**src/rtl/gpio_bank_ctrl.sv**
```systemverilog
// Memory-mapped GPIO bank: synchronised input ports with change-detect interrupts,
// output registers, a write-1-to-clear status register and an interrupt mask.
module gpio_bank_ctrl #(
  parameter int DW      = 32,
  parameter int NUM_IN  = 2,
  parameter int NUM_OUT = 2,
  parameter int AW      = 4
) (
  input  logic                  clk,
  input  logic                  rst,
  input  logic [AW-1:0]         a,
  input  logic                  we,
  input  logic                  re,
  input  logic [DW-1:0]         wd,
  output logic [DW-1:0]         rd,
  output logic                  rd_valid,
  input  logic [NUM_IN*DW-1:0]  gpi,
  output logic [NUM_OUT*DW-1:0] gpo,
  output logic                  irq,
  output logic                  addr_err
);

  localparam int STAT_OFF = NUM_IN + NUM_OUT;
  localparam int MASK_OFF = STAT_OFF + 1;
  localparam int NUM_MAP  = STAT_OFF + 2;
  localparam int AXW      = AW + 1;

  logic [AXW-1:0]        a_ext_s;
  logic [NUM_IN-1:0]     in_sel_s;
  logic [NUM_OUT-1:0]    out_sel_s;
  logic                  stat_sel_s;
  logic                  mask_sel_s;
  logic                  unmapped_s;
  logic [NUM_IN*DW-1:0]  s1_r;
  logic [NUM_IN*DW-1:0]  s2_r;
  logic [NUM_IN*DW-1:0]  s3_r;
  logic [NUM_OUT*DW-1:0] out_r;
  logic [NUM_IN-1:0]     status_r;
  logic [NUM_IN-1:0]     mask_r;
  logic [NUM_IN-1:0]     chg_s;
  logic [NUM_IN-1:0]     clr_s;
  logic [NUM_IN-1:0]     status_nxt_s;
  logic [DW-1:0]         rdata_s;
  logic [DW-1:0]         rd_r;
  logic                  rd_valid_r;
  logic                  irq_r;
  logic                  addr_err_r;

  // The extra top bit keeps the unmapped compare correct when 2^AW == NUM_MAP.
  assign a_ext_s    = {1'b0, a};
  assign stat_sel_s = (a_ext_s == AXW'(STAT_OFF));
  assign mask_sel_s = (a_ext_s == AXW'(MASK_OFF));
  assign unmapped_s = (a_ext_s >= AXW'(NUM_MAP));

  // Address decode for the input and output port windows
  always_comb begin
    in_sel_s  = '0;
    out_sel_s = '0;
    for (int i = 0; i < NUM_IN; i++) begin
      in_sel_s[i] = (a_ext_s == AXW'(i));
    end
    for (int j = 0; j < NUM_OUT; j++) begin
      out_sel_s[j] = (a_ext_s == AXW'(NUM_IN + j));
    end
  end

  // Change detect and W1C merge; a set in the same cycle as a clear wins
  always_comb begin
    chg_s = '0;
    for (int i = 0; i < NUM_IN; i++) begin
      chg_s[i] = |(s2_r[i*DW +: DW] ^ s3_r[i*DW +: DW]);
    end
    clr_s        = (we && stat_sel_s) ? wd[NUM_IN-1:0] : '0;
    status_nxt_s = (status_r & ~clr_s) | chg_s;
  end

  // Read mux: one-hot AND-OR select, unmapped offsets fall through to zero
  always_comb begin
    rdata_s = '0;
    for (int i = 0; i < NUM_IN; i++) begin
      rdata_s = rdata_s | ({DW{in_sel_s[i]}} & s2_r[i*DW +: DW]);
    end
    for (int j = 0; j < NUM_OUT; j++) begin
      rdata_s = rdata_s | ({DW{out_sel_s[j]}} & out_r[j*DW +: DW]);
    end
    rdata_s = rdata_s | ({DW{stat_sel_s}} & DW'(status_r))
                      | ({DW{mask_sel_s}} & DW'(mask_r));
  end

  // Input synchronisers plus the delayed copy used for change detection
  always_ff @(posedge clk or negedge rst) begin
    if (!rst) begin
      s1_r <= '0;
      s2_r <= '0;
      s3_r <= '0;
    end else begin
      s1_r <= gpi;
      s2_r <= s1_r;
      s3_r <= s2_r;
    end
  end

  // Writable registers: outputs, mask, status and the interrupt line
  always_ff @(posedge clk or negedge rst) begin
    if (!rst) begin
      out_r    <= '0;
      mask_r   <= '0;
      status_r <= '0;
      irq_r    <= 1'b0;
    end else begin
      for (int j = 0; j < NUM_OUT; j++) begin
        if (we && out_sel_s[j]) begin
          out_r[j*DW +: DW] <= wd;
        end
      end
      if (we && mask_sel_s) begin
        mask_r <= wd[NUM_IN-1:0];
      end
      status_r <= status_nxt_s;
      irq_r    <= |(status_r & mask_r);
    end
  end

  // Registered read response and error pulse; rd holds until the next read
  always_ff @(posedge clk or negedge rst) begin
    if (!rst) begin
      rd_r       <= '0;
      rd_valid_r <= 1'b0;
      addr_err_r <= 1'b0;
    end else begin
      if (re) begin
        rd_r <= rdata_s;
      end
      rd_valid_r <= re;
      addr_err_r <= (we | re) & unmapped_s;
    end
  end

  assign rd       = rd_r;
  assign rd_valid = rd_valid_r;
  assign gpo      = out_r;
  assign irq      = irq_r;
  assign addr_err = addr_err_r;

endmodule

```
**config.mk**
```make
export PLATFORM = sky130hd
export DESIGN_NAME = gpio_bank_ctrl
export DESIGN_NICKNAME = d
export VERILOG_FILES = /design/src/rtl/gpio_bank_ctrl.sv
export SDC_FILE = /design/constraint.sdc
export NUM_CORES = 1
export LEC_CHECK = 0
export CORE_MARGIN = 8
export CORE_UTILIZATION = 67
export DETAILED_ROUTE_END_ITERATION = 16
export DONT_BUFFER_PORTS = 1
export PLACE_DENSITY = 0.8
export SYNTH_ARGS = -nofsm -noshare
export SYNTH_HDL_FRONTEND = slang
export SYNTH_SLANG_ARGS = --single-unit
```
**constraint.sdc**
```tcl
create_clock -name clk -period 1.9 [get_ports clk]
set_clock_uncertainty 0.1 [all_clocks]
set_input_delay 0.095 -clock clk [delete_from_list [all_inputs] [get_ports clk]]
set_output_delay 0.095 -clock clk [all_outputs]
set_load 0.1 [all_outputs]
```
==> impl_metrics.yaml <==
power:
  power.density_cell_area_mw_per_mm2: 1340
  sw_frac_of_total_pct: 36.8
  static-leakage-power_nw: 5.77
  seqPwrFrac_pct: 42.5
  power.share.clock_pct: 31.0
  power.share.combinational_pct: 26.5
  power.ir.vdd_worst_uv: 1210
  p_int_mw: 11.1
  p_sw_mw: 6.45
synth:
  synth_seq_cells: 295
  synthesis.area_mm2: 0.00989
  dominantRegCellSynth: "sky130_fd_sc_hd__dfrtp_1"
  adder_and_majority_cell_fraction_of_the_synthesized_area_pct: 0
  post_synth_xor_xnor_area_pct: 5.67
  synth.lib_cells_used.distinct: 28
  synthSimpleGateAreaFrac_pct: 4.76
  synth_compound_gate_area_share_pct: 5.68
  ys_warn_count: 0
  synth.avg_cell_area_um2: 15.8
  number_of_flops_mapped_to_enable_cells_by_yosys: 0
  synth_mux_area_share_pct: 7.92
  yosysSeqAreaShare_pct: 74.6
  synthesis.instances: 625
  combinational_family_with_the_most_area_after_synthesis: "multiplexers"
  synth_nets: 729
  asyncSetResetFlopFracSynth_pct: 100
setup_path:
  worst_setup_path_end_kind: "flop"
  r2r-start: "s2_r[37]"
  worstSetupEndpoint: "gpo[20]"
  arrival_ns: 2.18
  reg2reg_depth: 3
  worstPathMaxFanout: 17
  cp_data_required_time_ns: 2.22
  startpoint_type: "primary input"
  criticalPathCategory: "in2reg"
  regToRegEndpoint: "rd[5]"
  reg2reg_slack_ns: 0.21
  worstSetupStartpoint: "we"
clocking:
  cts_buffers: 28
  tritoncts: "built"
  clkSinkCount: 295
  clk_pin_slew_worst_setup_hold_paths_ns: 0.06
  cts_buffer_depth: 3
  clock_tree.root_cell: "sky130_fd_sc_hd__clkbuf_16"
  h-tree-depth: 1
  worst_skew_pair.late_latency_ns: 0.54
detailed_routing:
  ant_nets: 0
  drc_violations: 0
  final_routed_wirelength_across_all_metal_layers_um: 30200
  routedWlPerCell_um: 28.2
  dr_total_vias: 6747
  starting_drc_count_in_detailed_routing: 754
  dr_vias_cell: 6.29
  drtPass1Iterations: 6
layout:
  syn2layout_area_growth_pct: 31.9
  final_layout_size_suffix_gt1_share_pct: 22.7
  fin_nets: 973
  layout.filler_cells: 529
timing:
  fmaxAchievable_mhz: 536
  grt_setup_unrepaired: "no"
  min_period_over_period_pct: 98.2
  maxSlewViolCount: 0
  final-hold-violation-count: 295
  finalWorstPathRequiredPeriod_ns: 1.87
  slew_hr_pct: 55.4
  timing.final.setup_violations: 0
  final.setup.tns_ns: 0
  worst_hold_slack_ns: -0.848
  tightest_slew_ns: 0.662
grt:
  grt_pass1_wl_um: 45200
  maximum_number_of_pins_on_one_net_before_global_route_repair: 296
  gr-total-overflow: 0
  via_count_of_the_first_global_routing_pass: 7465
  antenna_found_initial: 1
  grt.total_usage_pct: 32.3
floorplanning:
  fp-row-count: 44
  top_level_ports: 203
  die_h_um: 137
  die_area_mm2: 0.0189
  core-area_mm2: 0.0145
  starting_density_of_the_core_pct: 68.3
  horizontal_extent_of_the_die_um: 137
flow_run:
  drv_cap: 0
status:
  outcome: "complete, but fails checks"
  violated_checks: "hold timing"
placement:
  place.gp.congestion: 0.786
  portBuffers: 0
  place_hpwl_um: 16200
min_path:
  worst_hold_path_type: "in2async"
==> layout by cell type (no fill, tap or decap), types with 2 or more instances in the layout <==
master / Yosys / routed
sky130_fd_sc_hd__a211oi_1: 2 / 2
sky130_fd_sc_hd__a21oi_1: 3 / 3
sky130_fd_sc_hd__a222oi_1: 30 / 30
sky130_fd_sc_hd__a31oi_1: 30 / 30
sky130_fd_sc_hd__buf_4: 0 / 115
sky130_fd_sc_hd__clkbuf_1: 18 / 8
sky130_fd_sc_hd__clkbuf_16: 0 / 28
sky130_fd_sc_hd__clkbuf_8: 0 / 6
sky130_fd_sc_hd__clkinv_2: 0 / 2
sky130_fd_sc_hd__dfrtp_1: 295 / 295
sky130_fd_sc_hd__dlygate4sd3_1: 0 / 124
sky130_fd_sc_hd__mux2_1: 30 / 30
sky130_fd_sc_hd__mux2_2: 36 / 36
sky130_fd_sc_hd__mux2i_1: 4 / 4
sky130_fd_sc_hd__nand2_1: 32 / 32
sky130_fd_sc_hd__nand2_2: 2 / 2
sky130_fd_sc_hd__nand3_1: 2 / 2
sky130_fd_sc_hd__nand4_1: 14 / 14
sky130_fd_sc_hd__nor2_1: 35 / 35
sky130_fd_sc_hd__nor4_1: 7 / 6
sky130_fd_sc_hd__o32ai_1: 2 / 2
sky130_fd_sc_hd__xnor2_1: 48 / 48
sky130_fd_sc_hd__xor2_1: 16 / 16
==> through the flow <==
stage	power [mW]	worst slack [ns]	area, um2	utilization [%]	std cells
6_report	17.5	0.0333	13000	90.1	1072
5_1_grt	17.9	0.0149	13000	90.1	1072
4_1_cts	17.3	0.0159	13000	89.7	1066
3_5_place_dp	11.7	0.276	10800	74.9	893
3_3_place_gp	11.6	0.277	10800	74.9	893
2_1_floorplan	10.7	0.437	9890	-	625
==> synth_stat cells (all sizes together) (4+ instances only) <==
| master | count | area, um2 |
|---|---|---|
| dfrtp | 295 | 7380 |
| mux2 | 66 | 743 |
| xnor2 | 48 | 420 |
| nor2 | 35 | 131 |
| nand2 | 34 | 133 |
| a222oi | 30 | 300 |
| a31oi | 30 | 188 |
| clkbuf | 18 | 67.6 |
| xor2 | 16 | 140 |
| nand4 | 14 | 87.6 |
| buf | 9 | 63.8 |
| nor4 | 7 | 43.8 |
| mux2i | 4 | 40.0 |
==> how the worst min path moves through the flow <==
stage	start	end	slack (ns)	cells past startpoint
CTS	rst	rd[1]	-0.85	0
finish	rst	rd[1]	-0.85	0
global placement	rst	s1_r[35]	-0.29	0
detailed placement	rst	s1_r[35]	-0.29	0
floorplan	rst	addr_err	-0.30	0
global route	rst	s1_r[30]	-0.86	0
==> routing by layer <==
metal	part of all wire [%]	wire [um]	global-route usage (%)
met2	52	15600	56.2
met1	36	10800	38.9
met3	8.7	2620	7.22
met4	3.6	1090	11.6
met5	0	0	0
==> flip-flops by register name, indices dropped and copies added (netlist names) <==
signal and count:
s2_r 64, addr_err 1, gpo 64, rd 32, s3_r 64, mask_r 2, irq 1, s1_r 64
status_r 2, rd_valid 1
==> worst max-delay path, cell delays in order <==
cell	delay, ns
sky130_fd_sc_hd__dlygate4sd3_1	0.66
sky130_fd_sc_hd__nand2_2	0.12
sky130_fd_sc_hd__buf_4	0.31
sky130_fd_sc_hd__mux2_1	0.38
sky130_fd_sc_hd__dlygate4sd3_1	0.59
==> power groups by stage <==
| stage | logic (mW) | clock network (mW) | registers (mW) |
|---|---|---|---|
| after floorplan | 0.544 | 0 | 10.2 |
| after global placement | 4.17 | 0 | 7.41 |
| after detailed placement | 4.22 | 0 | 7.47 |
| after CTS | 4.58 | 5.38 | 7.38 |
| after global routing | 4.74 | 5.70 | 7.47 |
| final | 4.65 | 5.43 | 7.44 |
==> repair_timing <==
item | CTS | global route
buffers inserted | 0 | 5
hold buffers | 125 | 1
gates resized for setup | 0 | 3
endpoints found under the hold margin | 461 | 296
endpoints found under the setup margin | 0 | 2
==> area by class of cell <==
type / instances / area (um2) / share of cell area, %
clock inverter: 6 / 72.6 / 0.556
multi-input combinational: 303 / 2400 / 18.4
sequential: 295 / 7380 / 56.6
antenna: 1 / 2.50 / 0.0192
tap: 184 / 230 / 1.76
timing repair buffer: 241 / 2140 / 16.4
clock buffer: 42 / 813 / 6.23
==> kinds of logic (layout without fill, tap and decap cells) <==
| group | Yosys count | after routing |
|---|---|---|
| DFF | 295 | 295 |
| and+or+nand+nor | 99 | 99 |
| AOI/OAI and AO/OA | 70 | 70 |
| muxes | 70 | 70 |
| xor gates and xnor gates | 64 | 64 |
| buffers and inverters | 27 | 289 |
| other | 0 | 1 |
(Power assumes the default switching activity.)
